`src/rtl/fl_arb_pkg.sv`:
```
// Shared types and width helpers for the FrameLink FIFO arbiter.
package fl_arb_pkg;

    typedef enum logic [0:0] {
        IDLE   = 1'b0,
        LOCKED = 1'b1
    } fl_state_e;

    // REM carries the byte index of the last valid byte; keep at least one bit.
    function automatic int rem_width(input int data_width);
        int w;
        w = $clog2(data_width / 8);
        return (w < 1) ? 1 : w;
    endfunction

    function automatic int idx_width(input int ports);
        return (ports > 1) ? $clog2(ports) : 1;
    endfunction

endpackage

```
`src/rtl/fl_fifo_arbiter_if.sv`:
```
// FrameLink requester/FIFO bundle; slave modport faces the arbiter.
interface fl_fifo_arbiter_if
    import fl_arb_pkg::*;
#(
    parameter int DATA_WIDTH   = 64,
    parameter int PORTS        = 4,
    parameter int STATUS_WIDTH = 4
) ();
    localparam int REM_WIDTH = rem_width(DATA_WIDTH);

    logic [PORTS*DATA_WIDTH-1:0] RX_DATA;
    logic [PORTS*REM_WIDTH-1:0]  RX_REM;
    logic [PORTS-1:0]            RX_SOF_N;
    logic [PORTS-1:0]            RX_EOF_N;
    logic [PORTS-1:0]            RX_SOP_N;
    logic [PORTS-1:0]            RX_EOP_N;
    logic [PORTS-1:0]            RX_SRC_RDY_N;
    logic [PORTS-1:0]            RX_DST_RDY_N;

    logic [DATA_WIDTH-1:0]       TX_DATA;
    logic [REM_WIDTH-1:0]        TX_REM;
    logic                        TX_SOF_N;
    logic                        TX_EOF_N;
    logic                        TX_SOP_N;
    logic                        TX_EOP_N;
    logic                        TX_SRC_RDY_N;
    logic                        TX_DST_RDY_N;

    logic [STATUS_WIDTH-1:0]     FIFO_STATUS;
    logic                        FIFO_FULL;
    logic [PORTS-1:0]            GRANT;
    logic [31:0]                 FRAME_CNT;

    modport slave (
        input  RX_DATA, RX_REM, RX_SOF_N, RX_EOF_N, RX_SOP_N, RX_EOP_N, RX_SRC_RDY_N,
        output RX_DST_RDY_N,
        output TX_DATA, TX_REM, TX_SOF_N, TX_EOF_N, TX_SOP_N, TX_EOP_N, TX_SRC_RDY_N,
        input  TX_DST_RDY_N,
        input  FIFO_STATUS, FIFO_FULL,
        output GRANT, FRAME_CNT
    );

    modport master (
        output RX_DATA, RX_REM, RX_SOF_N, RX_EOF_N, RX_SOP_N, RX_EOP_N, RX_SRC_RDY_N,
        input  RX_DST_RDY_N,
        input  TX_DATA, TX_REM, TX_SOF_N, TX_EOF_N, TX_SOP_N, TX_EOP_N, TX_SRC_RDY_N,
        output TX_DST_RDY_N,
        output FIFO_STATUS, FIFO_FULL,
        input  GRANT, FRAME_CNT
    );
endinterface

```
`src/rtl/fl_rr_select.sv`:
```
// Combinational round-robin picker: first request at or after last_grant+1.
module fl_rr_select
    import fl_arb_pkg::*;
#(
    parameter int PORTS = 4
) (
    input  logic [PORTS-1:0]            i_req,
    input  logic [idx_width(PORTS)-1:0] i_last,
    output logic [PORTS-1:0]            o_gnt,
    output logic                        o_valid
);
    localparam int IDXW = idx_width(PORTS);

    logic [IDXW-1:0] w_idx;

    // Walk from the farthest offset inward so the nearest requester wins.
    always_comb begin
        o_gnt   = '0;
        o_valid = 1'b0;
        w_idx   = '0;
        for (int off = PORTS; off >= 1; off--) begin
            w_idx = IDXW'((int'(i_last) + off) % PORTS);
            if (i_req[w_idx]) begin
                o_gnt        = '0;
                o_gnt[w_idx] = 1'b1;
                o_valid      = 1'b1;
            end
        end
    end
endmodule

```
`src/rtl/fl_fifo_arbiter.sv`:
```
// Frame-granular round-robin arbiter merging FrameLink requesters into one FIFO.
module fl_fifo_arbiter
    import fl_arb_pkg::*;
#(
    parameter int DATA_WIDTH   = 64,
    parameter int PORTS        = 4,
    parameter int STATUS_WIDTH = 4,
    parameter int MIN_FREE     = 2
) (
    input logic              CLK,
    input logic              RESET_N,
    fl_fifo_arbiter_if.slave bus
);
    localparam int IDXW = idx_width(PORTS);
    localparam int RW   = rem_width(DATA_WIDTH);

    localparam logic [0:0] S_IDLE   = IDLE;
    localparam logic [0:0] S_LOCKED = LOCKED;

    logic [0:0]       r_state;
    logic [PORTS-1:0] r_grant;
    logic [IDXW-1:0]  r_last;
    logic [31:0]      r_frame_cnt;

    logic [PORTS-1:0]      w_cand;
    logic [PORTS-1:0]      w_pick;
    logic                  w_pick_valid;
    logic                  w_fifo_ok;
    logic                  w_locked;
    logic [IDXW-1:0]       w_gidx;
    logic [IDXW-1:0]       w_sel;
    logic                  w_xfer;
    logic                  w_eof_xfer;
    logic [DATA_WIDTH-1:0] w_rx_data [PORTS];
    logic [RW-1:0]         w_rx_rem  [PORTS];

    assign w_cand    = ~bus.RX_SRC_RDY_N & ~bus.RX_SOF_N;
    assign w_fifo_ok = (int'(bus.FIFO_STATUS) >= MIN_FREE) && !bus.FIFO_FULL;
    assign w_locked  = (r_state == S_LOCKED);

    fl_rr_select #(.PORTS(PORTS)) u_rr (
        .i_req   (w_cand),
        .i_last  (r_last),
        .o_gnt   (w_pick),
        .o_valid (w_pick_valid)
    );

    always_comb begin
        w_gidx = '0;
        for (int i = 0; i < PORTS; i++) begin
            if (r_grant[i]) w_gidx = IDXW'(i);
        end
    end

    generate
        for (genvar gi = 0; gi < PORTS; gi++) begin : g_port
            assign w_rx_data[gi]        = bus.RX_DATA[gi*DATA_WIDTH +: DATA_WIDTH];
            assign w_rx_rem[gi]         = bus.RX_REM[gi*RW +: RW];
            assign bus.RX_DST_RDY_N[gi] = (w_locked && r_grant[gi]) ? bus.TX_DST_RDY_N : 1'b1;
        end
    endgenerate

    // Idle parks the mux on port 0; only SRC_RDY needs to be forced inactive.
    assign w_sel            = w_locked ? w_gidx : '0;
    assign bus.TX_DATA      = w_rx_data[w_sel];
    assign bus.TX_REM       = w_rx_rem[w_sel];
    assign bus.TX_SOF_N     = bus.RX_SOF_N[w_sel];
    assign bus.TX_EOF_N     = bus.RX_EOF_N[w_sel];
    assign bus.TX_SOP_N     = bus.RX_SOP_N[w_sel];
    assign bus.TX_EOP_N     = bus.RX_EOP_N[w_sel];
    assign bus.TX_SRC_RDY_N = w_locked ? bus.RX_SRC_RDY_N[w_sel] : 1'b1;

    assign w_xfer     = !bus.TX_SRC_RDY_N && !bus.TX_DST_RDY_N;
    assign w_eof_xfer = w_xfer && !bus.TX_EOF_N;

    always_ff @(posedge CLK) begin
        if (!RESET_N) begin
            r_state     <= S_IDLE;
            r_grant     <= '0;
            r_last      <= IDXW'(PORTS - 1);
            r_frame_cnt <= '0;
        end else begin
            case (r_state)
                S_IDLE: begin
                    if (w_pick_valid && w_fifo_ok) begin
                        r_state <= S_LOCKED;
                        r_grant <= w_pick;
                    end
                end
                default: begin
                    if (w_eof_xfer) begin
                        r_state     <= S_IDLE;
                        r_grant     <= '0;
                        r_last      <= w_gidx;
                        r_frame_cnt <= r_frame_cnt + 32'd1;
                    end
                end
            endcase
        end
    end

    assign bus.GRANT     = r_grant;
    assign bus.FRAME_CNT = r_frame_cnt;
endmodule
```
`src/flat_wrapper.sv`:
```
// flat-port wrapper written by rule: the top's interface ports become plain ports
module fl_fifo_arbiter_flat import fl_arb_pkg::*;
#(
    parameter int DATA_WIDTH   = 64,
    parameter int PORTS        = 4,
    parameter int STATUS_WIDTH = 4,
    parameter int MIN_FREE     = 2
)
  (CLK, RESET_N, bus_RX_DATA, bus_RX_REM, bus_RX_SOF_N, bus_RX_EOF_N, bus_RX_SOP_N, bus_RX_EOP_N, bus_RX_SRC_RDY_N, bus_RX_DST_RDY_N, bus_TX_DATA, bus_TX_REM, bus_TX_SOF_N, bus_TX_EOF_N, bus_TX_SOP_N, bus_TX_EOP_N, bus_TX_SRC_RDY_N, bus_TX_DST_RDY_N, bus_FIFO_STATUS, bus_FIFO_FULL, bus_GRANT, bus_FRAME_CNT);
  fl_fifo_arbiter_if #(.DATA_WIDTH(DATA_WIDTH), .PORTS(PORTS), .STATUS_WIDTH(STATUS_WIDTH)) bus_i ();
  input logic CLK;
  input logic RESET_N;
  input wire logic [$bits(bus_i.RX_DATA)-1:0] bus_RX_DATA;
  input wire logic [$bits(bus_i.RX_REM)-1:0] bus_RX_REM;
  input wire logic [$bits(bus_i.RX_SOF_N)-1:0] bus_RX_SOF_N;
  input wire logic [$bits(bus_i.RX_EOF_N)-1:0] bus_RX_EOF_N;
  input wire logic [$bits(bus_i.RX_SOP_N)-1:0] bus_RX_SOP_N;
  input wire logic [$bits(bus_i.RX_EOP_N)-1:0] bus_RX_EOP_N;
  input wire logic [$bits(bus_i.RX_SRC_RDY_N)-1:0] bus_RX_SRC_RDY_N;
  output wire logic [$bits(bus_i.RX_DST_RDY_N)-1:0] bus_RX_DST_RDY_N;
  output wire logic [$bits(bus_i.TX_DATA)-1:0] bus_TX_DATA;
  output wire logic [$bits(bus_i.TX_REM)-1:0] bus_TX_REM;
  output wire logic [$bits(bus_i.TX_SOF_N)-1:0] bus_TX_SOF_N;
  output wire logic [$bits(bus_i.TX_EOF_N)-1:0] bus_TX_EOF_N;
  output wire logic [$bits(bus_i.TX_SOP_N)-1:0] bus_TX_SOP_N;
  output wire logic [$bits(bus_i.TX_EOP_N)-1:0] bus_TX_EOP_N;
  output wire logic [$bits(bus_i.TX_SRC_RDY_N)-1:0] bus_TX_SRC_RDY_N;
  input wire logic [$bits(bus_i.TX_DST_RDY_N)-1:0] bus_TX_DST_RDY_N;
  input wire logic [$bits(bus_i.FIFO_STATUS)-1:0] bus_FIFO_STATUS;
  input wire logic [$bits(bus_i.FIFO_FULL)-1:0] bus_FIFO_FULL;
  output wire logic [$bits(bus_i.GRANT)-1:0] bus_GRANT;
  output wire logic [$bits(bus_i.FRAME_CNT)-1:0] bus_FRAME_CNT;
  assign bus_i.RX_DATA = bus_RX_DATA;
  assign bus_i.RX_REM = bus_RX_REM;
  assign bus_i.RX_SOF_N = bus_RX_SOF_N;
  assign bus_i.RX_EOF_N = bus_RX_EOF_N;
  assign bus_i.RX_SOP_N = bus_RX_SOP_N;
  assign bus_i.RX_EOP_N = bus_RX_EOP_N;
  assign bus_i.RX_SRC_RDY_N = bus_RX_SRC_RDY_N;
  assign bus_RX_DST_RDY_N = bus_i.RX_DST_RDY_N;
  assign bus_TX_DATA = bus_i.TX_DATA;
  assign bus_TX_REM = bus_i.TX_REM;
  assign bus_TX_SOF_N = bus_i.TX_SOF_N;
  assign bus_TX_EOF_N = bus_i.TX_EOF_N;
  assign bus_TX_SOP_N = bus_i.TX_SOP_N;
  assign bus_TX_EOP_N = bus_i.TX_EOP_N;
  assign bus_TX_SRC_RDY_N = bus_i.TX_SRC_RDY_N;
  assign bus_i.TX_DST_RDY_N = bus_TX_DST_RDY_N;
  assign bus_i.FIFO_STATUS = bus_FIFO_STATUS;
  assign bus_i.FIFO_FULL = bus_FIFO_FULL;
  assign bus_GRANT = bus_i.GRANT;
  assign bus_FRAME_CNT = bus_i.FRAME_CNT;
  fl_fifo_arbiter #(.DATA_WIDTH(DATA_WIDTH), .PORTS(PORTS), .STATUS_WIDTH(STATUS_WIDTH), .MIN_FREE(MIN_FREE)) u_core (.CLK(CLK), .RESET_N(RESET_N), .bus(bus_i));
endmodule
```
`config.mk`:
```
export PLATFORM = sky130hd
export DESIGN_NAME = fl_fifo_arbiter_flat
export DESIGN_NICKNAME = d
export VERILOG_FILES = /design/src/rtl/fl_arb_pkg.sv /design/src/rtl/fl_fifo_arbiter_if.sv /design/src/rtl/fl_rr_select.sv /design/src/rtl/fl_fifo_arbiter.sv /design/src/flat_wrapper.sv
export SDC_FILE = /design/constraint.sdc
export NUM_CORES = 1
export LEC_CHECK = 0
export BUFFER_PORTS_ARGS = -buffer_cell sky130_fd_sc_hd__buf_2
export CAP_MARGIN = 30
export CORE_AREA = 2 2 160 162
export CTS_BUF_LIST = sky130_fd_sc_hd__clkbuf_16
export DETAILED_ROUTE_END_ITERATION = 10
export DIE_AREA = 0 0 162 164
export GPL_TIMING_DRIVEN = 0
export HOLD_SLACK_MARGIN = 0.02
export PLACE_DENSITY = 0.58
export RECOVER_POWER = 50
export SETUP_SLACK_MARGIN = 0.02
export SYNTH_ARGS = -nofsm -noshare
export SYNTH_HDL_FRONTEND = slang
export SYNTH_SLANG_ARGS = --single-unit
export TNS_END_PERCENT = 50
```
`constraint.sdc`:
```
create_clock -name CLK -period 2.2 [get_ports CLK]
set_input_delay 0.11 -clock CLK [delete_from_list [all_inputs] [get_ports CLK]]
set_output_delay 0.11 -clock CLK [all_outputs]
set_load 0.02 [all_outputs]
```
==> results.md <==
* Deepest level of the CTS H-tree at 2
* Met1 track demand over resource in global routing at 23.20%
* Pin count of the biggest net entering global routing at 13
* Via density per instance at 4.845
* Clock tree root buffer cell: sky130_fd_sc_hd__clkbuf_16
* Synth warn at 0
* Post-route setup TNS at -264.7 ps
* Total global routing overflow at 0
* Slew Viols, Final at 0
* Number of rows created at floorplan at 58
* Cells after DPL at 1,333
* Wirelength per Cell at 20.07 µm
* Effective utilization at floorplan at 18.05%
* Average instance area after synthesis at 7.516 µm²
* Startpoint of the most critical register-to-register path: u_core.bus.GRANT[2]$_SDFFE_PN0P_
* Num Clock Sinks at 39
* RR Endpoint: u_core.bus.FRAME_CNT[25]$_SDFFE_PN0P_
* Worst clock skew at 3.458 ps
* Number of synthesized flops with an enable pin at 0
* Register-to-Register Setup Slack at -100 ps
* Number of global-route vias before repair at 6,047
* Layout cells sized above 1 at 49.02%
* Longest Clk Path Bufs at 2
* Initial DRC Count at 383
* Synth-to-layout area growth at 72.60%
* Synth area leaders: sky130_fd_sc_hd__dfxtp_1, sky130_fd_sc_hd__mux2i_1, sky130_fd_sc_hd__o211ai_1, sky130_fd_sc_hd__nand3b_1, sky130_fd_sc_hd__o21ai_0
* Cells after Synth at 596
* Total stage count of the critical path at 6
* Beginning of the worst hold path: RESET_N
* TritonCTS clock tree: done
* Master of the slowest instance on the critical path: sky130_fd_sc_hd__or4_4
* Worst IR Drop VDD at 0.4278 mV
* Met2 Use GR at 30.74%
* # IOs at 408
* Final wirelength at 27.16 mm
* Capturing element type of the critical path: register
* Post-synth cell types at 50
* Worst-path clk slew at 60 ps
* Setup Viol. Count Final at 3
* Category of cells accounting for the largest share of critical-path delay: simple AND/OR/NAND/NOR gates
* Ys async rst share at 0%
* Grt met3 use at 5.354%
* Most used routing layer: met2
* Count of nets after finishing at 1,322
* Finished Core Util at 31.15%
* Number of nets with antenna violations after detailed routing at 0
* Layout fillers at 2,757
* Yosys reg bits at 39
* Max Fanout on Critical Path at 7
* Most used DFF post-synth: sky130_fd_sc_hd__dfxtp_1
* Vertical die dimension at 164 µm
* Violated checks: negative setup slack
* Residual DRC count at 0
* HPWL Detailed at 22.53 mm
* Time the worst path needs with I/O delays and setup at 2295 ps
* Launch point of the worst path: u_core.bus.GRANT[2]$_SDFFE_PN0P_
* Power density over cell area at 393.6 nW/µm²
* Part of the cycle the worst path needs at 104.3%
* Cell type with the largest total area after synthesis: sky130_fd_sc_hd__dfxtp_1
* Number of hold-slack violations in the final timing report at 0
* Total nets after synthesis at 897
* Total CTS buffers at 5
* Outcome: complete, but fails checks
* Final critical-path setup slack at -95.17 ps
* Clock latency on the worst-skew pair at 280 ps
* First-pass GRT wire length at 36.64 mm
* Data arrival at the endpoint of the critical path at 2510 ps
* Antenna violations before repair at 2
* Final standard cell count with taps included and fillers excluded at 1,353
* Mapped cell area at 4479 µm²
* Number of violations of the max-capacitance limit at 0
* GP Congestion at 0.9170
* Required @ worst endpoint at 2410 ps
* Hold buffer count at cts at 0
* Relative max-transition margin at 54.89%
* Count of buffers from port buffering at 406
* Die outline width at 162 µm
* Via count at 6,555
* Core Box Area at 24,820 µm²
* Fraction of synthesized cell area taken by the top area cell type at 17.43%
* Unrepaired setup endpoints after global routing: true
* Total leakage power at 3.586 nW
* Area enclosed by the die boundary at 26,570 µm²
* Crit-path max cell delay at 550 ps
* Critical path cell sequence: or3b_4 > a31oi_4 > o221ai_4 > or4_4 > or3_4 > a21oi_2
* Combined buffer and inverter count along the critical path at 0
* Critical Path Start Type: register
* Crit Path Category: reg -> reg
* Achievable frequency at 0.4357 GHz
* Count of cells along the worst hold path at 2
* Number of cells on the worst reg-to-reg path at 6
* Worst Hold Path EP: u_core.r_last[1]$_SDFFE_PN1P_
* Total GRT Usage at 18.18%
* Multi-input logic area at 3737 µm²
* Slew of the pin with the lowest slew margin at 676.6 ps
* Number of iterations in the first detailed-routing pass at 5
* Sequential fraction of the synthesis area at 17.43%
* Hold/Removal Path Class: in -> reg
* Register Area at 798.3 µm²
-- registers in the layout, summed over array words and instances (netlist names) --
register              cells
u_core.bus.FRAME_CNT     32
u_core.bus.GRANT          4
u_core.r_last             2
u_core.r_state            1
-- area by class of cell --
type	count	share of cell area, %
buffer	53	5.308
antenna	1	0.03237
inverter	10	0.5341
timing repair buffer	421	28.00
clock buffer	5	1.618
multi-input combinational	491	48.34
sequential	39	10.33
tap	330	5.341
clock inverter	3	0.5017
-- report_power, final --
part | total (mW) | switching, mW | internal [mW]
sequential | 0.738 | 0.0209 | 0.717
combinational | 1.48 | 0.867 | 0.613
clock | 0.825 | 0.296 | 0.529
-- layout by cell type (no fill, tap or decap), drive strengths merged, types with 3 or more instances in the layout --
cell / instances
buf: 414
o21ai: 79
o211ai: 70
mux2i: 70
nand3b: 68
clkbuf: 65
dfxtp: 39
nor2: 35
nand2: 31
xnor2: 21
a21oi: 14
nand3: 10
nor4: 10
nor3: 10
inv: 8
or3: 7
nand4: 6
ha: 5
nor2b: 5
a22oi: 4
o22ai: 4
a2111o: 4
and3: 3
mux4: 3
and4: 3
or4: 3
clkinv: 3
and2: 3
-- Yosys cell counts, types with 10 or more instances --
master / instances
sky130_fd_sc_hd__nand2_1: 31
sky130_fd_sc_hd__nor4_1: 10
sky130_fd_sc_hd__nand3b_1: 68
sky130_fd_sc_hd__clkbuf_1: 43
sky130_fd_sc_hd__nor3_1: 10
sky130_fd_sc_hd__o211ai_1: 70
sky130_fd_sc_hd__nand3_1: 10
sky130_fd_sc_hd__mux2i_1: 70
sky130_fd_sc_hd__o21ai_0: 79
sky130_fd_sc_hd__xnor2_1: 21
sky130_fd_sc_hd__nor2_1: 35
sky130_fd_sc_hd__dfxtp_1: 39
sky130_fd_sc_hd__a21oi_1: 14
sky130_fd_sc_hd__buf_1: 10
-- worst max path at each step --
stage,end
floorplan,u_core.bus.FRAME_CNT[27]$_SDFFE_PN0P_
global placement,bus_TX_REM[0]
detailed placement,bus_TX_DATA[55]
CTS,u_core.bus.FRAME_CNT[25]$_SDFFE_PN0P_
global route,u_core.bus.FRAME_CNT[25]$_SDFFE_PN0P_
finish,u_core.bus.FRAME_CNT[25]$_SDFFE_PN0P_
-- logic make-up after synthesis --
group | count (synthesis) | synth area share, %
XOR/XNOR | 22 | 4.302
AO/OA/AOI/OAI | 187 | 27.04
adder cells (fa/ha/maj) | 5 | 1.397
flip-flops | 39 | 17.43
buffers and inverters | 66 | 5.754
multiplexers | 73 | 17.15
AND/OR/NAND/NOR | 204 | 26.93
-- per-stage QoR --
step	cell area, µm²	setup WS, ps	hold slack, ps	total power, mW
5_1_grt	7729	-173.7	114.2	3.178
3_3_place_gp	6949	-1109	392.8	2.053
3_5_place_dp	6964	-1108	384.2	2.061
4_1_cts	7368	-142.0	92.56	2.959
2_1_floorplan	4504	-5.184	198.7	1.410
6_report	7731	-95.17	92.10	3.043
-- routing by layer --
metal	share of wire [%]	up-vias	routed length, µm
met2	48	293	13080
li1	-	3112	-
met1	41	3119	11090
met4	1.5	4	406
met5	0.099	-	27
met3	9.4	27	2557
-- timing repair --
item / in CTS / in global routing
setup endpoints to repair: 104 / 100
gates resized for setup: 106 / 88
pin swaps: 3 / 10
setup buffers: 0 / 14
Note: power is estimated with default switching activity, not from simulation.
